[src/rtl/alu_pkg.sv]
// rtl/alu_pkg.sv - opcodes, instruction field positions and sequencer state for alu_sequencer
package alu_pkg;

    localparam int DW = 8;

    localparam logic [3:0] OP_NOT   = 4'b0001;
    localparam logic [3:0] OP_LOADI = 4'b0010;
    localparam logic [3:0] OP_ADD   = 4'b0011;
    localparam logic [3:0] OP_SUB   = 4'b0100;
    localparam logic [3:0] OP_AND   = 4'b0101;
    localparam logic [3:0] OP_OR    = 4'b0110;
    localparam logic [3:0] OP_CLR   = 4'b1010;

    localparam int OPC_MSB = 15;
    localparam int OPC_LSB = 12;
    localparam int RD_MSB  = 11;
    localparam int RD_LSB  = 10;
    localparam int RA_MSB  = 9;
    localparam int RA_LSB  = 8;
    localparam int RB_MSB  = 7;
    localparam int RB_LSB  = 6;
    localparam int IMM_MSB = 7;
    localparam int IMM_LSB = 0;

    typedef enum logic [1:0] {
        ST_IDLE = 2'd0,
        ST_EXEC = 2'd1,
        ST_WB   = 2'd2
    } seq_state_t;

    // Opcodes that need a trip through the external ALU
    function automatic logic is_alu_op(input logic [3:0] op);
        case (op)
            OP_ADD, OP_SUB, OP_AND, OP_OR, OP_NOT, OP_CLR: return 1'b1;
            default:                                       return 1'b0;
        endcase
    endfunction

    function automatic logic is_legal_op(input logic [3:0] op);
        return is_alu_op(op) || (op == OP_LOADI);
    endfunction

endpackage

[src/rtl/regfile4x8.sv]
// rtl/regfile4x8.sv - register file with two operand read ports, a debug port and one write port
module regfile4x8
    import alu_pkg::*;
#(
    parameter int NREG = 4,
    parameter int AW   = $clog2(NREG)
) (
    input  logic          clk,
    input  logic          rst_n,
    input  logic          we,
    input  logic [AW-1:0] waddr,
    input  logic [DW-1:0] wdata,
    input  logic [AW-1:0] ra_addr,
    input  logic [AW-1:0] rb_addr,
    input  logic [AW-1:0] dbg_addr,
    output logic [DW-1:0] ra_data,
    output logic [DW-1:0] rb_data,
    output logic [DW-1:0] dbg_data
);

    logic [DW-1:0] rf_q [NREG];
    logic [DW-1:0] rf_d [NREG];

    // Combinational read ports
    always_comb begin
        ra_data  = rf_q[ra_addr];
        rb_data  = rf_q[rb_addr];
        dbg_data = rf_q[dbg_addr];
    end

    // Next register contents: single write port
    always_comb begin
        for (int i = 0; i < NREG; i++) begin
            rf_d[i] = rf_q[i];
        end
        if (we) begin
            rf_d[waddr] = wdata;
        end
    end

    // Storage, cleared by reset
    always_ff @(posedge clk or negedge rst_n) begin
        if (!rst_n) begin
            for (int i = 0; i < NREG; i++) begin
                rf_q[i] <= '0;
            end
        end else begin
            for (int i = 0; i < NREG; i++) begin
                rf_q[i] <= rf_d[i];
            end
        end
    end

endmodule

[src/rtl/alu_sequencer.sv]
// rtl/alu_sequencer.sv - issue-side controller driving the external 8-bit ALU and writing results back
module alu_sequencer
    import alu_pkg::*;
#(
    parameter int NREG = 4
) (
    input  logic        clk,
    input  logic        rst_n,
    input  logic        instr_valid,
    input  logic [15:0] instr,
    output logic        instr_ready,
    output logic [7:0]  alu_a,
    output logic [7:0]  alu_b,
    output logic [3:0]  alu_mode,
    input  logic [7:0]  alu_s,
    output logic        res_valid,
    output logic [7:0]  res_data,
    output logic [1:0]  res_rd,
    output logic        err,
    input  logic [1:0]  dbg_sel,
    output logic [7:0]  dbg_data
);

    seq_state_t state_q, state_d;

    logic [3:0]    op_q, op_d;
    logic [1:0]    rd_q, rd_d;
    logic [DW-1:0] imm_q, imm_d;
    logic [DW-1:0] result_q, result_d;
    logic [DW-1:0] alu_a_q, alu_a_d;
    logic [DW-1:0] alu_b_q, alu_b_d;
    logic [3:0]    alu_mode_q, alu_mode_d;
    logic          res_valid_q, res_valid_d;
    logic          err_q, err_d;
    logic [DW-1:0] res_data_q, res_data_d;
    logic [1:0]    res_rd_q, res_rd_d;

    logic [3:0]    opcode_in;
    logic          accept;
    logic          rf_we;
    logic [DW-1:0] rf_wdata;
    logic [DW-1:0] rf_a, rf_b;

    assign opcode_in = instr[OPC_MSB:OPC_LSB];
    assign accept    = (state_q == ST_IDLE) && instr_valid;

    // Operand ports address the incoming instruction so operands are registered at accept
    regfile4x8 #(
        .NREG (NREG)
    ) u_regfile (
        .clk      (clk),
        .rst_n    (rst_n),
        .we       (rf_we),
        .waddr    (rd_q),
        .wdata    (rf_wdata),
        .ra_addr  (instr[RA_MSB:RA_LSB]),
        .rb_addr  (instr[RB_MSB:RB_LSB]),
        .dbg_addr (dbg_sel),
        .ra_data  (rf_a),
        .rb_data  (rf_b),
        .dbg_data (dbg_data)
    );

    // State register
    always_ff @(posedge clk or negedge rst_n) begin
        if (!rst_n) begin
            state_q <= ST_IDLE;
        end else begin
            state_q <= state_d;
        end
    end

    // Next state: LOADI and illegal opcodes skip EXEC since they never touch the ALU
    always_comb begin
        state_d = state_q;
        case (state_q)
            ST_IDLE: begin
                if (instr_valid) begin
                    state_d = is_alu_op(opcode_in) ? ST_EXEC : ST_WB;
                end
            end
            ST_EXEC: state_d = ST_WB;
            ST_WB:   state_d = ST_IDLE;
            default: state_d = ST_IDLE;
        endcase
    end

    // State-decoded outputs: handshake and write-back enable
    always_comb begin
        instr_ready = (state_q == ST_IDLE);
        rf_we       = (state_q == ST_WB) && is_legal_op(op_q);
        rf_wdata    = (op_q == OP_LOADI) ? imm_q : result_q;
    end

    // Datapath next values; ALU drive is registered so it is stable for all of EXEC
    always_comb begin
        op_d        = accept ? opcode_in : op_q;
        rd_d        = accept ? instr[RD_MSB:RD_LSB] : rd_q;
        imm_d       = accept ? instr[IMM_MSB:IMM_LSB] : imm_q;
        alu_a_d     = (state_d == ST_EXEC) ? rf_a : alu_a_q;
        alu_b_d     = (state_d == ST_EXEC) ? rf_b : alu_b_q;
        alu_mode_d  = (state_d == ST_EXEC) ? opcode_in : OP_CLR;
        result_d    = (state_q == ST_EXEC) ? alu_s : result_q;
        res_valid_d = rf_we;
        err_d       = (state_q == ST_WB) && !is_legal_op(op_q);
        res_data_d  = rf_we ? rf_wdata : res_data_q;
        res_rd_d    = rf_we ? rd_q : res_rd_q;
    end

    // Datapath registers
    always_ff @(posedge clk or negedge rst_n) begin
        if (!rst_n) begin
            op_q        <= OP_CLR;
            rd_q        <= '0;
            imm_q       <= '0;
            result_q    <= '0;
            alu_a_q     <= '0;
            alu_b_q     <= '0;
            alu_mode_q  <= OP_CLR;
            res_valid_q <= 1'b0;
            err_q       <= 1'b0;
            res_data_q  <= '0;
            res_rd_q    <= '0;
        end else begin
            op_q        <= op_d;
            rd_q        <= rd_d;
            imm_q       <= imm_d;
            result_q    <= result_d;
            alu_a_q     <= alu_a_d;
            alu_b_q     <= alu_b_d;
            alu_mode_q  <= alu_mode_d;
            res_valid_q <= res_valid_d;
            err_q       <= err_d;
            res_data_q  <= res_data_d;
            res_rd_q    <= res_rd_d;
        end
    end

    assign alu_a     = alu_a_q;
    assign alu_b     = alu_b_q;
    assign alu_mode  = alu_mode_q;
    assign res_valid = res_valid_q;
    assign err       = err_q;
    assign res_data  = res_data_q;
    assign res_rd    = res_rd_q;

endmodule

[config.mk]
export PLATFORM = sky130hd
export DESIGN_NAME = alu_sequencer
export DESIGN_NICKNAME = d
export VERILOG_FILES = /design/src/rtl/alu_pkg.sv /design/src/rtl/regfile4x8.sv /design/src/rtl/alu_sequencer.sv
export SDC_FILE = /design/constraint.sdc
export NUM_CORES = 1
export LEC_CHECK = 0
export CORE_ASPECT_RATIO = 1.1
export CORE_MARGIN = 8
export CORE_UTILIZATION = 48
export DETAILED_ROUTE_END_ITERATION = 8
export PLACE_DENSITY = 0.82
export SYNTH_ARGS = -nofsm -noshare
export SYNTH_HDL_FRONTEND = slang
export SYNTH_SLANG_ARGS = --single-unit
[constraint.sdc]
create_clock -name clk -period 2 [get_ports clk]
set_input_delay 0.4 -clock clk [delete_from_list [all_inputs] [get_ports clk]]
set_output_delay 0.4 -clock clk [all_outputs]
set_load 0.005 [all_outputs]
==> run metrics, run 1 <==
Post-route DRC=0; die height=112 microns; Post-synth EDFFs=0; total track usage=16.2%; area share of the largest cell type after synthesis=52.5%; Cell Int Power=4.75 mW; Clock Path Buffers=2; mux cell area share after synthesis=38.3%; hold_ws=0.488 ns; Req. time, crit path=1.60 ns; PortBufs=69; Synth Area in Simple Gates=3.19%; largest net degree at the start of global routing=40; layout cells sized above 1=48.1%; Root Driver=clkbuf_8; VDD IR max=0.000645 V; setup slack after placement=-0.464 ns; Hold Vio Cnt, Final=0; Crit path depth=5; setup TNS=0 ns; Synth Area in XOR/XNOR=0%; total power=6.63 mW; Crit Path Class=in -> out; Main synth FF type=dfrtp_1; final slew viol count=0; Synth Cell Area=4000 sq um; Clock Latency Late Sink=0.34 ns; global-route wire length before repair=14,300 microns; Worst Reg-to-Reg Cells=5; RePlAce Congestion=0.776; worst slew pin tran=0.423 ns; clock share of power=17.3%; Area Overhead vs Synth=32.1%; Detail Placement HPWL=6300 microns; TritonCTS Buffers=9; NetSw=1.88 mW; syn_area_per_cell=16.6 sq um; Finished Layout Cells=450; DR vias=2,434; complex-gate fraction of the synthesized area=1.85%; die width=103 microns; CP arrival=1.57 ns; Detail Route Antenna Nets=0; R2R setup slack=0.08 ns; fin nets=365; placed inst area=5030 sq um; DRT Pass-1 Iters=4; min-delay worst type=in -> async; CTS tree=done; most frequent cells in the layout=88 x mux2_2, 84 x dfrtp_1, 58 x clkdlybuf4s50_1, 24 x mux4_2, 18 x buf_4; Reg-to-Reg End=u_regfile.rf_q[6]; Worst Path Buf+Inv=4; Async S/R FF share, synth=100%; vias in the first global route=2,769; post-route cell area=5280 sq um; Inst Count DP=430; max cap viols=0; Yosys cell types=26; worst r2r src=op_q[2]; Reg power frac=45.8%; Cell Pwr Density=1250 nW/um^2; wire per inst=19.1 microns; RSZ-0062 raised after global routing=false; IO Count=70; combinational fraction of design power=36.9%; die area=11,500 sq um; Tcrit/Tclk final=98.4%; status=finished, final reports clean; Synth Area in Adders=0%; Lkg Pwr=2.28 nW; Starting Density=48.6%; min cycle time layout=1.97 ns; leading area contributor after synthesis=dfrtp_1; initial antenna violation count=0; CP delay by family, top=buffers and inverters; sequential area share after synthesis=55.2%; Fmax=0.508 GHz; Clock transition at path regs=0.08 ns; Yosys reg bits=88; ranking of synthesized cells by area=dfrtp_1 53%, mux2_2 25%, mux4_2 14%; Post-Syn Nets=270; switch share=28.3%; 1st-iter DRT viols=86; largest family of logic cells by synthesized area=multiplexers; Critical Path Source Type=input port; most common library cell in the layout ignoring fill and taps=mux2_2; final worst slack=0.0321 ns; total grt overflow=0; Syn Inst Count=241; max incr delay on CP=0.47 ns; H-tree levels=3; # setup viols final=0; Yosys Warn Count=0; via/cell ratio=5.41; Filler cells=651; Worst setup EP type=primary output; CTS sink cnt=88; Slew HR=71.6%; worst clock skew=0.00792 ns; final core occ=64.2%; Post-Route WL=8600 microns; Critical-path top delay cell=mux4_2; crit path cell chain=clkdlybuf4s15_2, buf_12, buf_4, mux4_2, dlygate4sd2_1; # diodes=0; largest fanout on the critical path=6; core area=8230 sq um; FP Rows=35
## registers in the layout (all words and copies together), names as in the netlist, 2 cells and up
signal and flops:
res_rd 2, res_data 8, alu_a 8, u_regfile.rf_q 32, imm_q 8, alu_b 8, op_q 4, state_q 2
result_q 8, rd_q 2, alu_mode 4
## logic make-up after synthesis
group | count (synthesis)
flip-flops | 88
AO/OA/AOI/OAI | 7
AND/OR/NAND/NOR | 20
multiplexers | 112
buffers and inverters | 14
## Yosys cell counts, types with 3 or more instances
cell type and instances:
buf_2 3, dfrtp_1 84, buf_1 4, clkbuf_1 4
mux4_2 24, dfstp_2 4, and3_1 4, nor2_1 4
mux2_2 88
## worst max-delay path by stage
stage | end | start
after CTS | dbg_data[7] | dbg_sel[0]
final | dbg_data[5] | dbg_sel[0]
after global placement | dbg_data[3] | dbg_sel[0]
after floorplan | u_regfile.rf_q[0] | op_q[2]
after detailed placement | dbg_data[3] | dbg_sel[0]
after global routing | dbg_data[5] | dbg_sel[0]
## routing by layer
| layer | GRT usage, % | routed length (microns) | up-vias |
|---|---|---|---|
| met2 | 26.4 | 4410 | 55 |
| li1 | - | - | 1099 |
| met1 | 20.1 | 3660 | 1268 |
| met5 | 0 | 0 | - |
| met4 | 6.76 | 163 | 0 |
| met3 | 3.37 | 371 | 12 |
## layout make-up
class	instances	area, sq um	area share (%)
Sequential cell	88	2210	41.8
Multi-Input combinational cell	139	1750	33.1
Timing Repair Buffer	96	1000	19.0
Tap cell	111	139	2.63
Clock buffer	10	128	2.42
Clock inverter	4	47.5	0.900
Inverter	2	7.51	0.142
## repair_timing
action                     CTS  global route
hold buffers                 1             0
hold endpoints to repair    18             0
gates resized for setup     15             5
pin swaps                    0             0
setup endpoints to repair   17             5
buffers inserted             5             0
## power by group through the flow
stage / sequential [mW] / clock, mW / combinational [mW]
detailed placement: 3.06 / 0 / 2.52
global placement: 3.01 / 0 / 2.43
finish: 3.04 / 1.14 / 2.45
CTS: 3.03 / 1.18 / 2.49
floorplan: 2.92 / 0 / 1.37
global route: 3.14 / 1.26 / 2.64
Power figures use the tool's default switching activity.
==> inputs of run 2 (changes only) <==
Settings changed: CORE_UTILIZATION 48 to 46, PLACE_DENSITY 0.82 to 0.79.
==> run metrics, run 2 (synthesized netlist as in run 1, its figures left out) <==
Cell Pwr Density=1330 nW/um^2; most common library cell in the layout ignoring fill and taps=mux2_2; Reg power frac=42.9%; Detail Placement HPWL=6210 microns; Lkg Pwr=2.28 nW; Fmax=0.504 GHz; Detail Route Antenna Nets=0; DRT Pass-1 Iters=4; Area Overhead vs Synth=32.9%; die height=114 microns; CP arrival=2.21 ns; RePlAce Congestion=0.800; Clock transition at path regs=0.08 ns; most frequent cells in the layout=88 x mux2_2, 84 x dfrtp_1, 58 x clkdlybuf4s50_1, 24 x mux4_2, 14 x buf_4; Clock Latency Late Sink=0.35 ns; Slew HR=64.2%; TritonCTS Buffers=9; clock share of power=22.7%; via/cell ratio=5.41; Starting Density=47.6%; largest net degree at the start of global routing=44; worst slew pin tran=0.538 ns; fin nets=360; min-delay worst type=in -> async; wire per inst=19.2 microns; total track usage=15.1%; NetSw=1.89 mW; vias in the first global route=2,706; DR vias=2,414; crit path cell chain=a21o_1, a2111oi_4, buf_4, nand3b_2, mux2_2; setup TNS=0 ns; final slew viol count=0; max reg flops=32; Crit Path Class=reg -> reg; 1st-iter DRT viols=99; Critical-path top delay cell=dfrtp_1; # setup viols final=0; Post-Route WL=8550 microns; PortBufs=69; Clock Path Buffers=2; max cap viols=0; VDD IR max=0.000713 V; setup slack after placement=-0.441 ns; max incr delay on CP=0.43 ns; Tcrit/Tclk final=99.2%; Critical Path Source Type=flip-flop; die width=105 microns; layout cells sized above 1=47.8%; largest fanout on the critical path=8; RSZ-0062 raised after global routing=true; Hold Vio Cnt, Final=0; Cell Int Power=5.16 mW; Worst setup EP type=flip-flop; Root Driver=clkbuf_8; CTS sink cnt=88; Req. time, crit path=2.23 ns; global-route wire length before repair=14,200 microns; total grt overflow=0; switch share=26.8%; status=finished, final reports clean; # diodes=0; CTS tree=done; most flop-heavy register=u_regfile.rf_q; IO Count=70; core area=8410 sq um; min cycle time layout=1.98 ns; worst clock skew=0.0113 ns; number of setup buffers added after CTS=0; H-tree levels=3; CTS Hold Bufs=0; FP Rows=35; total power=7.05 mW; die area=11,900 sq um; combinational fraction of design power=34.5%; Resize count post-CTS=10; final worst slack=0.0153 ns; Post-route DRC=0; initial antenna violation count=0
run 2: path summary, 6_finish.rpt:
kind	start	to	slack, ns	cells past startpoint
setup / recovery	op_q[2]	u_regfile.rf_q[12]	0.02	5
setup reg to reg	op_q[2]	u_regfile.rf_q[12]	0.02	5
min in group clk	result_q[1]	result_q[1]	0.51	1
hold reg to reg	result_q[1]	result_q[1]	0.51	1
hold / removal	rst_n	result_q[1]	0.03	1
max in group asynchronous	rst_n	op_q[3]	1.37	2
run 2: layer usage:
layer,GRT usage [%],up-vias,share of wire (%)
met1,18.2,1256,44
met2,24.9,63,50
met3,4.34,9,5.1
li1,-,1086,-
met4,6.00,0,1.5
met5,0,-,0
run 2: final cells by class:
class                           instances  area [sq um]
Inverter                                2          7.51
Timing Repair Buffer                   91           962
Clock buffer                           10           138
Tap cell                              111           139
Fill cell                             648          3090
Multi-Input combinational cell        139          1730
Clock inverter                          5           129
Sequential cell                        88          2210
run 2: power groups by stage:
stage	sequential (mW)	combinational [mW]	clock, mW
6_report	3.02	2.43	1.60
5_1_grt	3.13	2.63	1.71
2_1_floorplan	2.92	1.37	0
4_1_cts	3.02	2.47	1.63
3_5_place_dp	3.05	2.52	0
3_3_place_gp	3.01	2.44	0
run 2: stage by stage:
stage               utilization [%]  std cells  hold slack (ns)  area, sq um
floorplan                         -        241            0.104         4000
global placement               60.1        431            0.414         5050
detailed placement             60.1        431            0.417         5050
CTS                            63.1        446           0.0315         5310
global route                   63.2        446           0.0620         5320
finish                         63.2        446           0.0262         5320
run 2: critical path: cells and delay by family, from the launching register on:
kind                   cells  cell delay (ns)
AND/OR/NAND/NOR            1             0.24
flip-flops                 1             0.43
buffers and inverters      1             0.20
AO/OA/AOI/OAI              2             0.65
multiplexers               1             0.36
==> inputs of run 3 (changes only) <==
Settings changed: CORE_MARGIN 8 to 1.
==> run metrics, run 3 (synthesized netlist as in run 1, its figures left out) <==
Hold Vio Cnt, Final=0; # setup viols final=2; CP startpoint=op_q[1]; setup TNS=-0.0196 ns; fin nets=363; Req. time, crit path=2.24 ns; Clock Path Buffers=2; R2R setup slack=-0.01 ns; 1st-iter DRT viols=78; largest fanout on the critical path=9; vias in the first global route=2,470; Cell Pwr Density=1250 nW/um^2; Worst Reg-to-Reg Cells=5; worst r2r src=op_q[1]; Worst Path Buf+Inv=1; Crit Path Class=reg -> reg; worst clock skew=0.00573 ns; final slew viol count=0; CTS tree=done; status=complete, but fails checks; most common library cell in the layout ignoring fill and taps=mux2_2; CP arrival=2.25 ns; max reg flops=32; die area=9070 sq um; die height=99.8 microns; CTS sink cnt=88; Worst setup EP type=flip-flop; Reg power frac=46.1%; Reg-to-Reg End=u_regfile.rf_q[10]; Cell Int Power=4.65 mW; RePlAce Congestion=0.795; Root Driver=clkbuf_8; RSZ-0062 raised after global routing=true; DRT Pass-1 Iters=4; wire per inst=17.8 microns; combinational fraction of design power=36.6%; most frequent cells in the layout=88 x mux2_2, 84 x dfrtp_1, 58 x clkdlybuf4s50_1, 24 x mux4_2, 16 x buf_4; PortBufs=69; initial antenna violation count=0; die width=90.9 microns; Critical-path top delay cell=dfstp_2; Fmax=0.497 GHz; Starting Density=47.6%; Slew HR=71.8%; min-delay worst type=in -> async; H-tree levels=3; DR vias=2,457; via/cell ratio=5.46; crit path cell chain=nor3_1, a2111oi_4, buf_4, nand3b_2, mux2_2; Post-Route WL=8000 microns; largest net degree at the start of global routing=48; Critical Path Source Type=flip-flop; Detail Route Antenna Nets=0; min cycle time layout=2.01 ns; layout cells sized above 1=48.1%; final worst slack=-0.0113 ns; total power=6.57 mW; Detail Placement HPWL=5680 microns; core area=8410 sq um; switch share=29.1%; max cap viols=0; Tcrit/Tclk final=101%; worst slew pin tran=0.419 ns; NetSw=1.91 mW; Clock Latency Late Sink=0.35 ns; total track usage=19.4%; max incr delay on CP=0.56 ns; CP delay by family, top=flip-flops; clock share of power=17.2%; VDD IR max=0.000716 V; # diodes=0; most flop-heavy register=u_regfile.rf_q; Lkg Pwr=2.24 nW; total grt overflow=0; Area Overhead vs Synth=31.4%; final core occ=62.5%; Clock transition at path regs=0.09 ns; global-route wire length before repair=13,200 microns; TritonCTS Buffers=9; failing checks=setup timing; FP Rows=35; IO Count=70; Post-route DRC=0
run 3: cell types whose count changed in the layout (fill, tap and decap cells not counted), sizes merged:
| cell | delta |
|---|---|
| buf | +2 |
| bufinv | -4 |
| clkinvlp | +2 |
| dlygate4sd3 | +1 |
| inv | +3 |
run 3: what timing repair did:
action	4_1_cts	5_1_grt
hold endpoints to repair	23	0
hold buffers	1	0
setup buffers	3	0
gates resized for setup	13	5
cloned	0	0
endpoints found under the setup margin	24	21
run 3: layout make-up:
type	instances	area, sq um
sequential	88	2210
timing repair buffer	94	988
clock inverter	6	52.6
fill	646	3150
inverter	2	7.51
multi-input combinational	139	1730
tap	111	139
clock buffer	10	128
run 3: how the worst max path moves through the flow:
| stage | end | slack (ns) | cells past startpoint |
|---|---|---|---|
| 5_1_grt | u_regfile.rf_q[9] | -0.09 | 5 |
| 3_3_place_gp | dbg_data[5] | -0.45 | 4 |
| 2_1_floorplan | u_regfile.rf_q[0] | 0.09 | 5 |
| 6_report | u_regfile.rf_q[10] | -0.01 | 5 |
| 4_1_cts | u_regfile.rf_q[10] | -0.04 | 5 |
| 3_5_place_dp | dbg_data[5] | -0.44 | 4 |
run 3: power groups by stage:
stage / Combinational [mW] / Sequential [mW] / Clock (mW)
floorplan: 1.37 / 2.92 / 0
global placement: 2.40 / 3.02 / 0
detailed placement: 2.46 / 3.06 / 0
CTS: 2.43 / 3.03 / 1.17
global route: 2.59 / 3.15 / 1.25
finish: 2.40 / 3.03 / 1.13
run 3: per-stage QoR:
stage               hold slack (ns)  area [sq um]  setup slack [ns]  std cells
floorplan                     0.104          4000            0.0933        241
detailed placement            0.322          5030            -0.442        430
finish                        0.481          5260           -0.0113        450
CTS                           0.477          5250           -0.0359        450
global route                  0.495          5260           -0.0926        450
global placement              0.321          5030            -0.452        430
run 3: metal layers:
layer  part of all wire, %  vias to the layer above  GRT usage, %
li1                      -                     1105             -
met5                     0                        -             0
met1                    43                     1272          25.3
met2                    52                       68          32.2
met4                   1.8                        0          7.45
met3                   3.9                       12          4.09
